<file path="src/rtl/pipe_hazard_ctrl_pkg.sv">
// Shared definitions for the decode-side hazard controller: interrupt
// sequencer state encoding, default register-address width and the
// stack-write strobe encoding used by decode and control logic.
package pipe_hazard_ctrl_pkg;

   localparam int REG_AW_DEF = 3;

   typedef enum logic [2:0] {
      ST_IDLE       = 3'd0,
      ST_DRAIN      = 3'd1,
      ST_PUSH_PC    = 3'd2,
      ST_PUSH_FLAGS = 3'd3,
      ST_VECTOR     = 3'd4
   } int_state_e;

   // Stack-write strobe encoding: bit 0 writes the PC, bit 1 writes flags.
   localparam logic [1:0] STK_NONE  = 2'b00;
   localparam logic [1:0] STK_PC    = 2'b01;
   localparam logic [1:0] STK_FLAGS = 2'b10;

   function automatic logic [1:0] stack_strobe(input int_state_e s);
      case (s)
         ST_PUSH_PC:    return STK_PC;
         ST_PUSH_FLAGS: return STK_FLAGS;
         default:       return STK_NONE;
      endcase
   endfunction

endpackage

</file>
<file path="src/rtl/pipe_hazard_ctrl_int_seq.sv">
// Interrupt entry sequencer: IDLE -> DRAIN -> PUSH_PC -> PUSH_FLAGS ->
// VECTOR -> IDLE, plus the pending-request latch. int1 beats int2 both
// at acceptance and among pending requests. A request that loses the
// arbitration at acceptance, or arrives while a sequence runs, is kept
// pending and taken from IDLE after the current sequence finishes.
module int_seq_fsm
   import pipe_hazard_ctrl_pkg::*;
#(
   parameter int DRAIN_CYCLES = 3
) (
   input  logic       clk,
   input  logic       reset,
   input  logic       int1,
   input  logic       int2,
   output int_state_e state,
   output logic       vec_sel
);

   localparam int DW = (DRAIN_CYCLES > 1) ? $clog2(DRAIN_CYCLES) : 1;

   int_state_e    state_q, state_d;
   logic [DW-1:0] cnt_q, cnt_d;
   logic          sel_q, sel_d;
   logic          pend1_q, pend1_d;
   logic          pend2_q, pend2_d;
   logic          req1, req2;

   assign req1 = int1 | pend1_q;
   assign req2 = int2 | pend2_q;

   // State, drain counter, vector select and pending latch registers.
   always_ff @(posedge clk or negedge reset) begin
      if (!reset) begin
         state_q <= ST_IDLE;
         cnt_q   <= '0;
         sel_q   <= 1'b0;
         pend1_q <= 1'b0;
         pend2_q <= 1'b0;
      end else begin
         state_q <= state_d;
         cnt_q   <= cnt_d;
         sel_q   <= sel_d;
         pend1_q <= pend1_d;
         pend2_q <= pend2_d;
      end
   end

   // Next-state, drain countdown and pending-request bookkeeping.
   always_comb begin
      state_d = state_q;
      cnt_d   = cnt_q;
      sel_d   = sel_q;
      pend1_d = pend1_q | int1;
      pend2_d = pend2_q | int2;
      case (state_q)
         ST_IDLE: begin
            pend1_d = pend1_q;
            pend2_d = pend2_q;
            if (req1 | req2) begin
               state_d = ST_DRAIN;
               cnt_d   = DW'(DRAIN_CYCLES - 1);
               sel_d   = ~req1;
               if (req1) begin
                  pend1_d = 1'b0;
                  pend2_d = req2;
               end else begin
                  pend2_d = 1'b0;
               end
            end
         end
         ST_DRAIN: begin
            if (cnt_q == '0) state_d = ST_PUSH_PC;
            else             cnt_d   = cnt_q - DW'(1);
         end
         ST_PUSH_PC:    state_d = ST_PUSH_FLAGS;
         ST_PUSH_FLAGS: state_d = ST_VECTOR;
         ST_VECTOR:     state_d = ST_IDLE;
         default:       state_d = ST_IDLE;
      endcase
   end

   assign state   = state_q;
   assign vec_sel = sel_q;

endmodule

</file>
<file path="src/rtl/pipe_hazard_ctrl.sv">
// Decode-side pipeline hazard controller: load-use stall, taken-branch
// flush and interrupt entry sequencing for the IF/ID and ID/EX registers.
// Optional macro HAZARD_STATS_EN adds saturating stall/flush counters;
// without it stall_cnt and flush_cnt are tied to zero.
module pipe_hazard_ctrl
   import pipe_hazard_ctrl_pkg::*;
#(
   parameter int REG_AW       = REG_AW_DEF,
   parameter int DRAIN_CYCLES = 3,
   parameter int CNT_W        = 16
) (
   input  logic              clk,
   input  logic              reset,
   input  logic [REG_AW-1:0] id_rs,
   input  logic [REG_AW-1:0] id_rd,
   input  logic              id_rs_used,
   input  logic              id_rd_used,
   input  logic              ex_mem_read,
   input  logic [REG_AW-1:0] ex_rd,
   input  logic              branch_taken,
   input  logic              int1,
   input  logic              int2,
   output logic              pc_stall,
   output logic              fd_stall,
   output logic              de_bubble,
   output logic              fd_flush,
   output logic              int_busy,
   output logic              int_push_pc,
   output logic              int_push_flags,
   output logic              int_vec_load,
   output logic              int_vec_sel,
   output logic [CNT_W-1:0]  stall_cnt,
   output logic [CNT_W-1:0]  flush_cnt
);

   int_state_e seq_state;
   logic       seq_sel;
   logic       busy;
   logic       seq_hold;
   logic       in_vector;
   logic       hz;
   logic       hz_stall;
   logic [1:0] stk;

   int_seq_fsm #(
      .DRAIN_CYCLES (DRAIN_CYCLES)
   ) u_int_seq (
      .clk     (clk),
      .reset   (reset),
      .int1    (int1),
      .int2    (int2),
      .state   (seq_state),
      .vec_sel (seq_sel)
   );

   // Decode the sequencer state and the load-use hazard (masked while an
   // interrupt sequence owns the pipeline; a taken branch cancels the stall).
   always_comb begin
      busy      = (seq_state != ST_IDLE);
      in_vector = (seq_state == ST_VECTOR);
      seq_hold  = busy & ~in_vector;
      stk       = stack_strobe(seq_state);
      hz        = ex_mem_read & ~busy &
                  ((id_rs_used & (id_rs == ex_rd)) | (id_rd_used & (id_rd == ex_rd)));
      hz_stall  = hz & ~branch_taken;
   end

   // Pipeline-register controls; everything is forced low while reset is held.
   always_comb begin
      pc_stall       = 1'b0;
      fd_stall       = 1'b0;
      de_bubble      = 1'b0;
      fd_flush       = 1'b0;
      int_busy       = 1'b0;
      int_push_pc    = 1'b0;
      int_push_flags = 1'b0;
      int_vec_load   = 1'b0;
      int_vec_sel    = 1'b0;
      if (reset) begin
         pc_stall       = hz_stall | seq_hold;
         fd_stall       = hz_stall | seq_hold;
         de_bubble      = hz | branch_taken | busy;
         fd_flush       = branch_taken | in_vector;
         int_busy       = busy;
         int_push_pc    = stk[0];
         int_push_flags = stk[1];
         int_vec_load   = in_vector;
         int_vec_sel    = in_vector & seq_sel;
      end
   end

`ifdef HAZARD_STATS_EN
   logic [CNT_W-1:0] stall_q;
   logic [CNT_W-1:0] flush_q;

   // Saturating counts of load-use stall cycles and taken-branch cycles.
   always_ff @(posedge clk or negedge reset) begin
      if (!reset) begin
         stall_q <= '0;
         flush_q <= '0;
      end else begin
         if (hz_stall && (stall_q != '1))     stall_q <= stall_q + CNT_W'(1);
         if (branch_taken && (flush_q != '1)) flush_q <= flush_q + CNT_W'(1);
      end
   end

   assign stall_cnt = stall_q;
   assign flush_cnt = flush_q;
`else
   assign stall_cnt = '0;
   assign flush_cnt = '0;
`endif

endmodule

</file>
<file path="config.mk">
export PLATFORM = sky130hd
export DESIGN_NAME = pipe_hazard_ctrl
export DESIGN_NICKNAME = d
export VERILOG_FILES = /design/src/rtl/pipe_hazard_ctrl_pkg.sv /design/src/rtl/pipe_hazard_ctrl_int_seq.sv /design/src/rtl/pipe_hazard_ctrl.sv
export SDC_FILE = /design/constraint.sdc
export NUM_CORES = 1
export LEC_CHECK = 0
export BUFFER_PORTS_ARGS = -buffer_cell sky130_fd_sc_hd__buf_2
export CAP_MARGIN = 20
export CORE_MARGIN = 2
export CORE_UTILIZATION = 42
export DETAILED_ROUTE_END_ITERATION = 6
export PLACE_DENSITY = 0.94
export SYNTH_ARGS = -nofsm -noshare
export SYNTH_HDL_FRONTEND = slang
export SYNTH_HIERARCHICAL = 1
export SYNTH_SLANG_ARGS = --single-unit
</file>
<file path="constraint.sdc">
create_clock -name clk -period 2.3 [get_ports clk]
set_input_delay 0.115 -clock clk [delete_from_list [all_inputs] [get_ports clk]]
set_output_delay 0.115 -clock clk [all_outputs]
set_load 0.02 [all_outputs]
</file>
==> qor.tcl <==
set qor(rsz_0062_raised_after_global_routing) {false}
set qor(setup.worst_path.end) {pc_stall}
set qor(drt_pre_antenna_iters) 4
set qor(fp.dieW_um) 46.9
set qor(antenna_cells_inserted) 0
set qor(initial_core_util_pct) 44.8
set qor(floorplan.rows) 15
set qor(report.final.slew_viol_count) 0
set qor(final_hold_viol_count) 0
set qor(placement.cell_area_um2) 798
set qor(worst-setup-path-type) {input pin to output port}
set qor(clk_latency_ps) 250
set qor(timing_limited_maximum_frequency_ghz) 0.634
set qor(first_global_vias) 519
set qor(worst_setup_slack_final_ps) 724
set qor(finalWeightedCongestion) 0.694
set qor(die_y_um) 46.9
set qor(grtUsageTotal_pct) 13.6
set qor(worst-endpoint-required_ps) 2180
set qor(cp_top_family) {buffers and inverters}
set qor(setup_viol_count_final) 0
set qor(synth-warning-count) 6
set qor(irDropWorstVdd_mv) 0.416
set qor(cap_violations) 0
set qor(clock_buffer_count_from_cts) 3
set qor(post_synthesis_cell_type_count) 31
set qor(hp-class) {input pin to flop}
set qor(clock_tree_root_driver_cell) {sky130_fd_sc_hd__clkbuf_4}
set qor(postSynth.asyncResetShare_pct) 100
set qor(routed-via-count) 580
set qor(clock_path_buffers) 2
set qor(critPathLaunch) {reset}
set qor(min_period_ps) 1580
set qor(post_cts_resize_count) 0
set qor(wire_length_of_the_first_global_routing_pass_um) 2080
set qor(area_growth_pct) 7.44
set qor(reg2regPathDepth) 5
set qor(yosys.cell_count.top_type) {sky130_fd_sc_hd__buf_4}
set qor(timing.critical_path.from_type) {input pin}
set qor(globalRoute.totalOverflow) 0
set qor(path_depth) 6
set qor(finalNetCount) 136
set qor(detail_route.wl_per_cell_um) 8.68
set qor(crit_chain) {dlygate4sd3_1 -> buf_2 -> nand2_1 -> a21oi_2 -> a22o_1 -> buf_2}
set qor(synth_top_area_share_pct) 32.0
set qor(design.die.area_um2) 2200
set qor(pwrdens_nw_per_um2) 902
set qor(crit_path_max_fanout) 15
set qor(coreArea_um2) 1730
set qor(clock_tree_from_tritoncts) {built}
set qor(synthesized_instance_count) 89
set qor(synth_edf_count) 0
set qor(synth.cell_area_um2) 773
set qor(drt_wl_total_um) 1220
set qor(synth_top_cell_by_area) {sky130_fd_sc_hd__buf_4}
set qor(dp_cells) 137
set qor(detail_route.iter0.violations) 1
set qor(portBuffers) 25
set qor(crit_buf_inv) 3
set qor(cpMaxStageDelayCell) {sky130_fd_sc_hd__dlygate4sd3_1}
set qor(synth_seq_area_share_pct) 25.9
set qor(synthFlopType) {sky130_fd_sc_hd__dfrtp_1}
set qor(whs_ps) 136
set qor(hpwlAfterDp_um) 1060
set qor(avgSynthCellArea_um2) 8.69
set qor(ioPinCount) 58
set qor(reg2reg_from) {u_int_seq/cnt_q[0]}
set qor(tritoncts_num_sinks) 8
set qor(reg2reg_slack_ps) 920
set qor(vias_per_cell) 4.11
set qor(clock_skew_ps) 6.53
set qor(pin_count_of_the_biggest_net_entering_global_routing) 16
set qor(drtAntennaViolNets) 0
set qor(fin_setup_tns_ps) 0
set qor(synth_commonest_cells) {sky130_fd_sc_hd__buf_4, sky130_fd_sc_hd__dfrtp_1, sky130_fd_sc_hd__nor2_1, sky130_fd_sc_hd__xnor2_1}
set qor(path_clk_slew_ps) 50
set qor(dr_drc_count) 0
set qor(finalNonFillerCells) 141
set qor(rr_endpoint) {u_int_seq/cnt_q[0]}
set qor(ratio_of_final_minimum_period_to_clock_period_pct) 68.5
set qor(layout-drive-gt1-share_pct) 29.3
set qor(worstSetupEndpointType) {output port}
set qor(run_status) {finished, final reports clean}
set qor(cts.htree.levels) 1
set qor(worst_path_largest_cell_delay_ps) 520
set qor(antenna_violations_before_repair) 0
set qor(pre_cts_slack_ps) 917
set qor(critical_path_arrival_ps) 1460
set qor(postSynthRegisterBits) 8
set qor(fin_area_um2) 831
set qor(critical-path-top-cell-by-count) {sky130_fd_sc_hd__buf_2}
set qor(p_leak_uw) 0.000447
set qor(synth.area.top_cells) {sky130_fd_sc_hd__buf_4, sky130_fd_sc_hd__dfrtp_1, sky130_fd_sc_hd__xnor2_1}
-- registers in the layout (all words and copies together) (netlist names) --
name	count
u_int_seq/pend1_q	1
u_int_seq/cnt_q	2
u_int_seq/pend2_q	1
u_int_seq/state	3
u_int_seq/vec_sel	1
-- through the flow --
stage | util (%) | total power, µW
2_1_floorplan | - | 606
3_3_place_gp | 46.2 | 625
3_5_place_dp | 46.2 | 650
4_1_cts | 48.1 | 761
5_1_grt | 48.1 | 830
6_report | 48.1 | 750
-- where the power goes --
group          switching [µW]  total (µW)  internal [µW]
combinational             220         375            155
sequential               67.2         271            203
clock                    44.2         104           59.5
total                     331         750            418
-- area by class of cell --
class,count,area [µm²]
fill,166,896
multi-input combinational,76,430
sequential,8,200
timing repair buffer,26,135
tap,25,31.3
clock buffer,3,22.5
inverter,3,11.3
-- worst register-to-register path: cells and delay by family (launching register included) --
family	cells	cell delay, ps
adders and majority gates	1	240
DFF	1	320
and+or+nand+nor	1	400
AOI/OAI and AO/OA	2	250
buffers and inverters	1	70
-- cell usage in the layout, fill, tap and decap left out --
master                          count
sky130_fd_sc_hd__o31ai_1            1
sky130_fd_sc_hd__nand3b_1           1
sky130_fd_sc_hd__nand2_1            3
sky130_fd_sc_hd__a22o_1             1
sky130_fd_sc_hd__a21o_1             2
sky130_fd_sc_hd__xnor2_1            6
sky130_fd_sc_hd__dlygate4sd3_1      1
sky130_fd_sc_hd__buf_2             25
sky130_fd_sc_hd__nor3_1             1
sky130_fd_sc_hd__nor3b_1            1
sky130_fd_sc_hd__nor2_1             6
sky130_fd_sc_hd__o21ai_0            1
sky130_fd_sc_hd__conb_1            32
sky130_fd_sc_hd__o21a_1             2
sky130_fd_sc_hd__nand4_1            2
sky130_fd_sc_hd__o21ai_1            1
sky130_fd_sc_hd__nor2b_1            1
sky130_fd_sc_hd__inv_1              3
sky130_fd_sc_hd__a21oi_2            1
sky130_fd_sc_hd__and3_1             1
sky130_fd_sc_hd__ha_1               1
sky130_fd_sc_hd__or4_4              1
sky130_fd_sc_hd__dfrtp_1            8
sky130_fd_sc_hd__a211oi_1           1
sky130_fd_sc_hd__nand2b_1           1
sky130_fd_sc_hd__and2_1             1
sky130_fd_sc_hd__a21o_2             1
sky130_fd_sc_hd__nor3_2             1
sky130_fd_sc_hd__nor4b_2            1
sky130_fd_sc_hd__a211oi_2           1
sky130_fd_sc_hd__a21oi_1            3
sky130_fd_sc_hd__clkbuf_4           3
sky130_fd_sc_hd__and3b_1            1
-- what timing repair did --
| item | 4_1_cts | 5_1_grt |
|---|---|---|
| endpoints found under the hold margin | 8 | 0 |
| buffers inserted | 0 | 0 |
| setup endpoints to repair | 0 | 0 |
| hold buffers | 1 | 0 |
-- per-layer routing --
metal | share of wire [%] | global-route usage (%) | vias up
met1 | 35 | 12.7 | 262
met5 | 0 | 0 | -
met2 | 57 | 26.8 | 27
met3 | 8.4 | 4.62 | 0
met4 | 0 | 5.00 | 0
li1 | - | - | 291
-- worst min path at each step --
stage	startpoint	endpoint	slack (ps)	cells after the start
final	int1	u_int_seq/pend1_q	140	3
after global routing	int1	u_int_seq/pend1_q	150	3
after CTS	int1	u_int_seq/pend1_q	130	3
after detailed placement	reset	u_int_seq/pend2_q	8	1
after global placement	reset	u_int_seq/pend2_q	1	1
after floorplan	reset	u_int_seq/cnt_q[0]	-180	0
-- cells by family after synthesis --
family / Yosys count / share of synthesized area [%]
simple gates: 22 / 17.6
compound gates: 15 / 14.1
other cells: 1 / 0.485
buf+inv: 36 / 33.5
fa+ha+maj: 1 / 1.62
xor+xnor: 6 / 6.80
flops: 8 / 25.9
Note: power is estimated with default switching activity, not from simulation.
